<file path="config.mk">
export PLATFORM = sky130hd
export DESIGN_NAME = mem_req_ctrl
export DESIGN_NICKNAME = d
export VERILOG_FILES = /design/src/rtl/mem_req_ctrl.sv
export SDC_FILE = /design/constraint.sdc
export NUM_CORES = 1
export LEC_CHECK = 0
export ABC_AREA = 1
export CAP_MARGIN = 20
export CORE_MARGIN = 1.5
export CORE_UTILIZATION = 40
export DETAILED_ROUTE_END_ITERATION = 10
export PLACE_DENSITY = 0.81
export SLEW_MARGIN = 20
export SYNTH_ARGS = -nofsm -noshare
export SYNTH_HDL_FRONTEND = slang
export SYNTH_SLANG_ARGS = --single-unit
export TNS_END_PERCENT = 100
</file>
<file path="constraint.sdc">
create_clock -name clk -period 2.7 [get_ports clk]
set_input_delay 0.27 -clock clk [delete_from_list [all_inputs] [get_ports clk]]
set_output_delay 0.27 -clock clk [all_outputs]
set_load 0.1 [all_outputs]
</file>
<file path="src/rtl/mem_req_ctrl.sv">
// mem_req_ctrl: core load/store/fill front end for a single-port registered-read SRAM
module mem_req_ctrl #(
  parameter int DATA_WIDTH = 32,
  parameter int ADDR_WIDTH = 8
) (
  input  logic                  clk,
  input  logic                  rst,
  input  logic                  req_valid,
  output logic                  req_ready,
  input  logic [1:0]            req_op,
  input  logic [ADDR_WIDTH-1:0] req_addr,
  input  logic [DATA_WIDTH-1:0] req_wdata,
  input  logic [ADDR_WIDTH:0]   req_len,
  output logic                  resp_valid,
  input  logic                  resp_ready,
  output logic [DATA_WIDTH-1:0] resp_data,
  output logic                  resp_err,
  output logic                  mem_we,
  output logic [ADDR_WIDTH-1:0] mem_addr,
  output logic [DATA_WIDTH-1:0] mem_din,
  input  logic [DATA_WIDTH-1:0] mem_dout
);
  typedef enum logic [2:0] {IDLE, RD_ADDR, RD_CAP, WR, FILL, RESP} state_t;
  state_t state_q, state_d;
  logic [ADDR_WIDTH:0]   cnt_q, cnt_d;
  logic                  resp_valid_q, resp_valid_d, resp_err_q, resp_err_d, mem_we_q, mem_we_d;
  logic [DATA_WIDTH-1:0] resp_data_q, resp_data_d, mem_din_q, mem_din_d;
  logic [ADDR_WIDTH-1:0] mem_addr_q, mem_addr_d;
  logic                  is_rd, is_wr, is_fill;
  assign is_rd   = req_op == 2'b00;
  assign is_wr   = req_op == 2'b01;
  assign is_fill = req_op == 2'b10 && req_len != '0;
  always_ff @(posedge clk or posedge rst)
    if (rst) begin
      state_q      <= IDLE;
      cnt_q        <= '0;
      resp_valid_q <= 1'b0;
      resp_err_q   <= 1'b0;
      resp_data_q  <= '0;
      mem_we_q     <= 1'b0;
      mem_addr_q   <= '0;
      mem_din_q    <= '0;
    end else begin
      state_q      <= state_d;
      cnt_q        <= cnt_d;
      resp_valid_q <= resp_valid_d;
      resp_err_q   <= resp_err_d;
      resp_data_q  <= resp_data_d;
      mem_we_q     <= mem_we_d;
      mem_addr_q   <= mem_addr_d;
      mem_din_q    <= mem_din_d;
    end
  always_comb begin
    state_d = state_q;
    case (state_q)
      IDLE:    if (req_valid) state_d = is_rd ? RD_ADDR : is_wr ? WR : is_fill ? FILL : RESP;
      RD_ADDR: state_d = RD_CAP;
      RD_CAP:  state_d = RESP;
      WR:      state_d = RESP;
      FILL:    state_d = cnt_q == '0 ? RESP : FILL;
      RESP:    state_d = resp_ready ? IDLE : RESP;
      default: state_d = IDLE;
    endcase
  end
  // cnt_q holds the writes still to issue after the one currently on the bus
  always_comb begin
    cnt_d        = cnt_q;
    resp_valid_d = resp_valid_q;
    resp_err_d   = resp_err_q;
    resp_data_d  = resp_data_q;
    mem_we_d     = 1'b0;
    mem_addr_d   = mem_addr_q;
    mem_din_d    = mem_din_q;
    case (state_q)
      IDLE: if (req_valid) begin
        if (is_rd || is_wr || is_fill) mem_addr_d = req_addr;
        if (is_wr || is_fill) begin
          mem_we_d  = 1'b1;
          mem_din_d = req_wdata;
        end
        if (is_fill) cnt_d = req_len - 1'b1;
        if (!(is_rd || is_wr || is_fill)) begin
          resp_valid_d = 1'b1;
          resp_err_d   = req_op == 2'b11;
          resp_data_d  = '0;
        end
      end
      RD_CAP: begin
        resp_valid_d = 1'b1;
        resp_err_d   = 1'b0;
        resp_data_d  = mem_dout;
      end
      WR: begin
        resp_valid_d = 1'b1;
        resp_err_d   = 1'b0;
        resp_data_d  = '0;
      end
      FILL: if (cnt_q == '0) begin
        resp_valid_d = 1'b1;
        resp_err_d   = 1'b0;
        resp_data_d  = '0;
      end else begin
        mem_we_d   = 1'b1;
        mem_addr_d = mem_addr_q + 1'b1;
        cnt_d      = cnt_q - 1'b1;
      end
      RESP: if (resp_ready) begin
        resp_valid_d = 1'b0;
        resp_err_d   = 1'b0;
      end
      default: ;
    endcase
  end
  assign req_ready  = state_q == IDLE;
  assign resp_valid = resp_valid_q;
  assign resp_err   = resp_err_q;
  assign resp_data  = resp_data_q;
  assign mem_we     = mem_we_q;
  assign mem_addr   = mem_addr_q;
  assign mem_din    = mem_din_q;
endmodule

</file>
======== Word level (Yosys, flattened, before mapping) ========
Cells that the tools add are included.
storage, ports and cells
  flip-flop bits (word level) ............. 87
  bits of input ports ..................... 87
  logic and storage cells ................. 75
  output and inout port bits .............. 76
operators by class
  muxes and demuxes ....................... 32
  reductions and logical operators ........ 17
  add/sub/neg operators ................... 3
  equality and inequality tests ........... 15
operator list
  operator                                                               count
  32-bit case mux with 4 select lines                                    1
  32-bit 2-to-1 mux                                                      3
  9-bit 2-to-1 mux                                                       3
  8-bit 2-to-1 mux                                                       3
  9-bit case mux with 2 select lines                                     1
  9-bit by 1-bit subtractor with 9-bit output, second input constant     2
  8-bit case mux with 2 select lines                                     1
  3-bit case mux with 5 select lines                                     1
  1-bit 2-to-1 mux                                                       12
  3-bit 2-to-1 mux                                                       4
  4-bit AND reduction                                                    3
  2-bit != test, second input constant                                   5
  9-bit zero test                                                        1
  9-bit nonzero test                                                     1
  8-bit by 1-bit adder with 8-bit output, second input constant          1
  1-bit case mux with 4 select lines                                     2
  4-bit nonzero test                                                     2
  3-bit by 2-bit equality test with 1-bit output, second input constant  2
  3-bit equality test, second input constant                             2
  5-bit AND reduction                                                    1
  2-bit equality test, second input constant                             2
  2-bit by 1-bit != test with 1-bit output, second input constant        2
  3-bit by 1-bit equality test with 1-bit output, second input constant  1
  3-bit zero test                                                        1
  other kinds (8)                                                        10

======== Logic depth before layout (Yosys ltp) ========
  depth after elaboration ................. 7
  gate-level depth with buffers ........... 13
  depth with buffers taken out ............ 13

======== Worst setup path before layout ========
OpenSTA, ideal clock, no wires.
  path kind ............................... reg-to-reg
  from .................................... reg mem_addr_q[0], in the netlist mem_addr[0]
  to ...................................... reg mem_addr_q[6], in the netlist mem_addr[6]
  clock period less this slack ............ 1.996 ns
  setup time .............................. 0.120 ns
  stages on the path, launching flop included .. 9
  buffers on the path ..................... 0
  setup slack ............................. 0.704 ns
  data required time ...................... 2.580 ns
  arrival time ............................ 1.876 ns
  cells stage by stage .................... dfrtp_1 ha_1 nand3_1 nor2_1 nand3_1 nand3_1 nand2_1 nand3_1 nand2_1
on the way
  longest elaborated chain between the ends .. 3
RTL lines
  what                                    RTL line  text
  start, declared                         28        logic [ADDR_WIDTH-1:0] mem_addr_q, mem_addr_d;
  start signal, assigned                  50        mem_addr_q <= mem_addr_d;
  8-bit by 1-bit adder with 8-bit output  104       mem_addr_d = mem_addr_q + 1'b1;
  8-bit 2-to-1 mux                        98        FILL: if (cnt_q == '0) begin
  8-bit case mux with 2 select lines      74        case (state_q)
Every way passes these cells. The select of a mux whose other input is x is not followed.
A chain may end at the register's enable or synchronous reset.

======== Worst setup path in the final report ========
  from .................................... reg state_q[1]
  to ...................................... out req_ready
on the way
  longest elaborated chain between the ends .. 1
RTL lines
  what                    RTL line  text
  start, declared         24        state_t state_q, state_d;
  start signal, assigned  44        state_q <= state_d;
  3-bit zero test         114       assign req_ready = state_q == IDLE;
  end, declared           9         output logic req_ready,
Every way passes these cells.

==> out/qor.json <==
{
  "outcome": "completed",
  "root_buffer": "clkbuf_8",
  "route.vias.total": 3904,
  "synth-simple-area-share_pct": 29.16,
  "finalMaxSlewViolations": 0,
  "antenna_cells_inserted": 0,
  "synth_top_family_by_area": "simple AND/OR/NAND/NOR gates",
  "ys_warn_count": 0,
  "type_of_the_worst_min_delay_path": "input pin to async pin",
  "post_route_cells_drive_above_1_share_pct": 19.37,
  "final_antenna_net_count": 0,
  "cp.required_ns": 2.43,
  "final_net_count": 781,
  "design.core.area_um2": 10280,
  "detail_route.drc_violations": 0,
  "yosys_register_bits": 87,
  "cts_tree": "built",
  "post_synth_mux_area_share_pct": 0.9481,
  "synth_compound_area_share_pct": 7.378,
  "synth_fp_nets": 618,
  "timing_worst_setup_path_type": "flip-flop to primary output",
  "rows": 37,
  "worstSetupEndpointType": "primary output",
  "layout-area-overhead-vs-synth_pct": 41.45,
  "chipHeight_um": 105.7,
  "cts_setup_buffers": 0,
  "setup_slack_ns": 0.7503,
  "finalHoldViolations": 0,
  "die_w_um": 105.7,
  "vias_in_the_first_global_route": 3774,
  "critPathLaunchType": "flip-flop",
  "final-setup-viol-count": 0,
  "start_util_pct": 41.09,
  "dpl.cell_count": 817,
  "reg2reg_depth": 9,
  "period_share_pct": 72.21,
  "timing.clock.skew_ns": 0.01503,
  "drt-wirelength-per-cell_um": 12.78,
  "timing.final.crit_period_ns": 1.950,
  "grt_setup_unrepaired": "false",
  "syn_area_per_cell_um2": 7.983,
  "clock_tree.buffer_depth": 2,
  "cts_repair_resize_count": 0,
  "first_pass_grt_wire_length_mm": 17.46,
  "cts.htree.levels": 3,
  "yosys.area_share.xor_xnor_pct": 0.6222,
  "total_standard_cell_area_after_synthesis_um2": 4223,
  "antenna_violations_before_repair": 0,
  "grt_max_degree": 66,
  "dpl_worst_slack_ns": 0.6369,
  "fmax_ghz": 0.5129,
  "drv_cap": 0,
  "worst_ep_arrival_time_ns": 1.68,
  "number_of_distinct_library_cell_variants_in_the_gate_level_netlist_after_synthesis": 31,
  "synth_adder_area_share_pct": 0.5926,
  "ios": 163,
  "finalSetupTns_ns": 0,
  "io_buffers": 162,
  "ys_async_sr_fraction_pct": 100.0,
  "instances_no_fill": 833,
  "synthFlopType": "dfrtp_1",
  "routed_wirelength_mm": 10.65,
  "half_perimeter_wire_length_after_detailed_placement_mm": 7.998,
  "vias_per_cell": 4.687,
  "tritoncts_num_sinks": 87,
  "worstMarginPinSlew_ns": 0.6107,
  "first_pass_iters": 6,
  "holdBufCountCts": 0,
  "clock_edge_transition_at_the_registers_on_the_reported_setup_and_hold_paths_ns": 0.09,
  "critPathMaxFanout": 12,
  "fraction_of_the_yosys_area_taken_by_sequential_cells_pct": 51.56,
  "clock_latency_ns": 0.34,
  "syn_inst": 529,
  "cts_inserted_buffers": 9,
  "grtUsageTotal_pct": 19.25,
  "overflow": 0,
  "drt-initial-drc-count": 280,
  "slew_headroom_pct": 59.24,
  "die_area_um2": 11180,
  "gpl.final_weighted_congestion": 0.8612,
  "edff_count_synth": 0
}
## kinds of logic (layout without fill, tap and decap cells)
| family | after synthesis | after routing |
|---|---|---|
| AOI/OAI and AO/OA | 56 | 56 |
| xor gates and xnor gates | 3 | 3 |
| adders and majority gates | 2 | 2 |
| buffers and inverters | 87 | 255 |
| DFF | 87 | 87 |
| muxes | 4 | 4 |
| and+or+nand+nor | 290 | 290 |
## registers in the layout, summed over array words and instances, names as in the netlist
name and flops:
mem_din 32, mem_we 1, resp_data 32, resp_valid 1, resp_err 1, state_q 3, mem_addr 8, cnt_q 9
## path summary, 6_finish.rpt
check,slack [ns],startpoint,end
setup / recovery,0.75,state_q[1],req_ready
hold / removal,0.30,rst,resp_data[9]
setup reg to reg,0.86,state_q[1],resp_data[12]
hold reg to reg,0.48,resp_data[16],resp_data[16]
max in group asynchronous,1.74,rst,mem_addr[0]
min in group clk,0.46,req_wdata[5],mem_din[5]
## cell type report
class / instances / area, um^2
Sequential cell: 87 / 2177
Tap cell: 136 / 170.2
Fill cell: 917 / 4304
Timing Repair Buffer: 170 / 1516
Clock inverter: 6 / 67.56
Multi-Input combinational cell: 355 / 1637
Inverter: 69 / 267.8
Clock buffer: 10 / 137.6
## metal layers
metal,up-vias,global-route usage (%),share of wire (%)
met5,-,0,0
met4,0,5.116,0.84
met3,11,3.958,6.3
met2,131,33.91,51
met1,1804,23.96,42
li1,1958,-,-
## cells in the mapped netlist, types with 2 or more instances
master	number	share of area, %
nand2_2	11	1.6
xor2_1	3	0.62
nor2_1	18	1.6
inv_1	64	5.7
o21ai_2	5	1.0
nand2_1	211	19
a21o_1	2	0.36
dfrtp_1	87	52
nand4_1	3	0.44
a21oi_1	3	0.36
buf_4	8	1.4
nand2_4	3	0.80
clkbuf_1	2	0.18
nand3b_1	2	0.36
buf_6	6	1.6
inv_2	3	0.27
ha_1	2	0.59
nand3_2	2	0.47
o21ai_1	36	4.3
mux2i_1	4	0.95
nor2_2	6	0.89
o21ai_0	8	0.95
nand3_1	32	3.8
## stage by stage
step / utilization, % / hold WS (ns) / area [um^2]
finish: 58.12 / 0.2970 / 5973
global route: 58.12 / 0.3420 / 5973
CTS: 58.12 / 0.3044 / 5973
detailed placement: 56.12 / 0.4632 / 5768
global placement: 56.12 / 0.4581 / 5768
floorplan: - / 0.3867 / 4223
## worst max-delay path, stage by stage (launching register included)
cell	delay, ns
dfrtp_1	0.45
nor2_4	0.17
buf_4	0.22
nand2_2	0.12
clkinv_4	0.10
buf_4	0.29
## cells in the final DEF (no fill, tap or decap), drive strengths merged, types with 2 or more instances in the layout
cell type and instances:
nand2 225, dfrtp 87, clkdlybuf4s50 86, buf 84, inv 69, o21ai 49
nand3 34, nor2 25, clkbuf 10, mux2i 4, a21oi 3, nand4 3
xor2 3, clkinv 3, nand3b 2, a21o 2, ha 2, clkinvlp 2
Power is left out: the tool's default activity adds up to more than one toggle a clock period on the data nets, which glitch-free logic cannot reach.
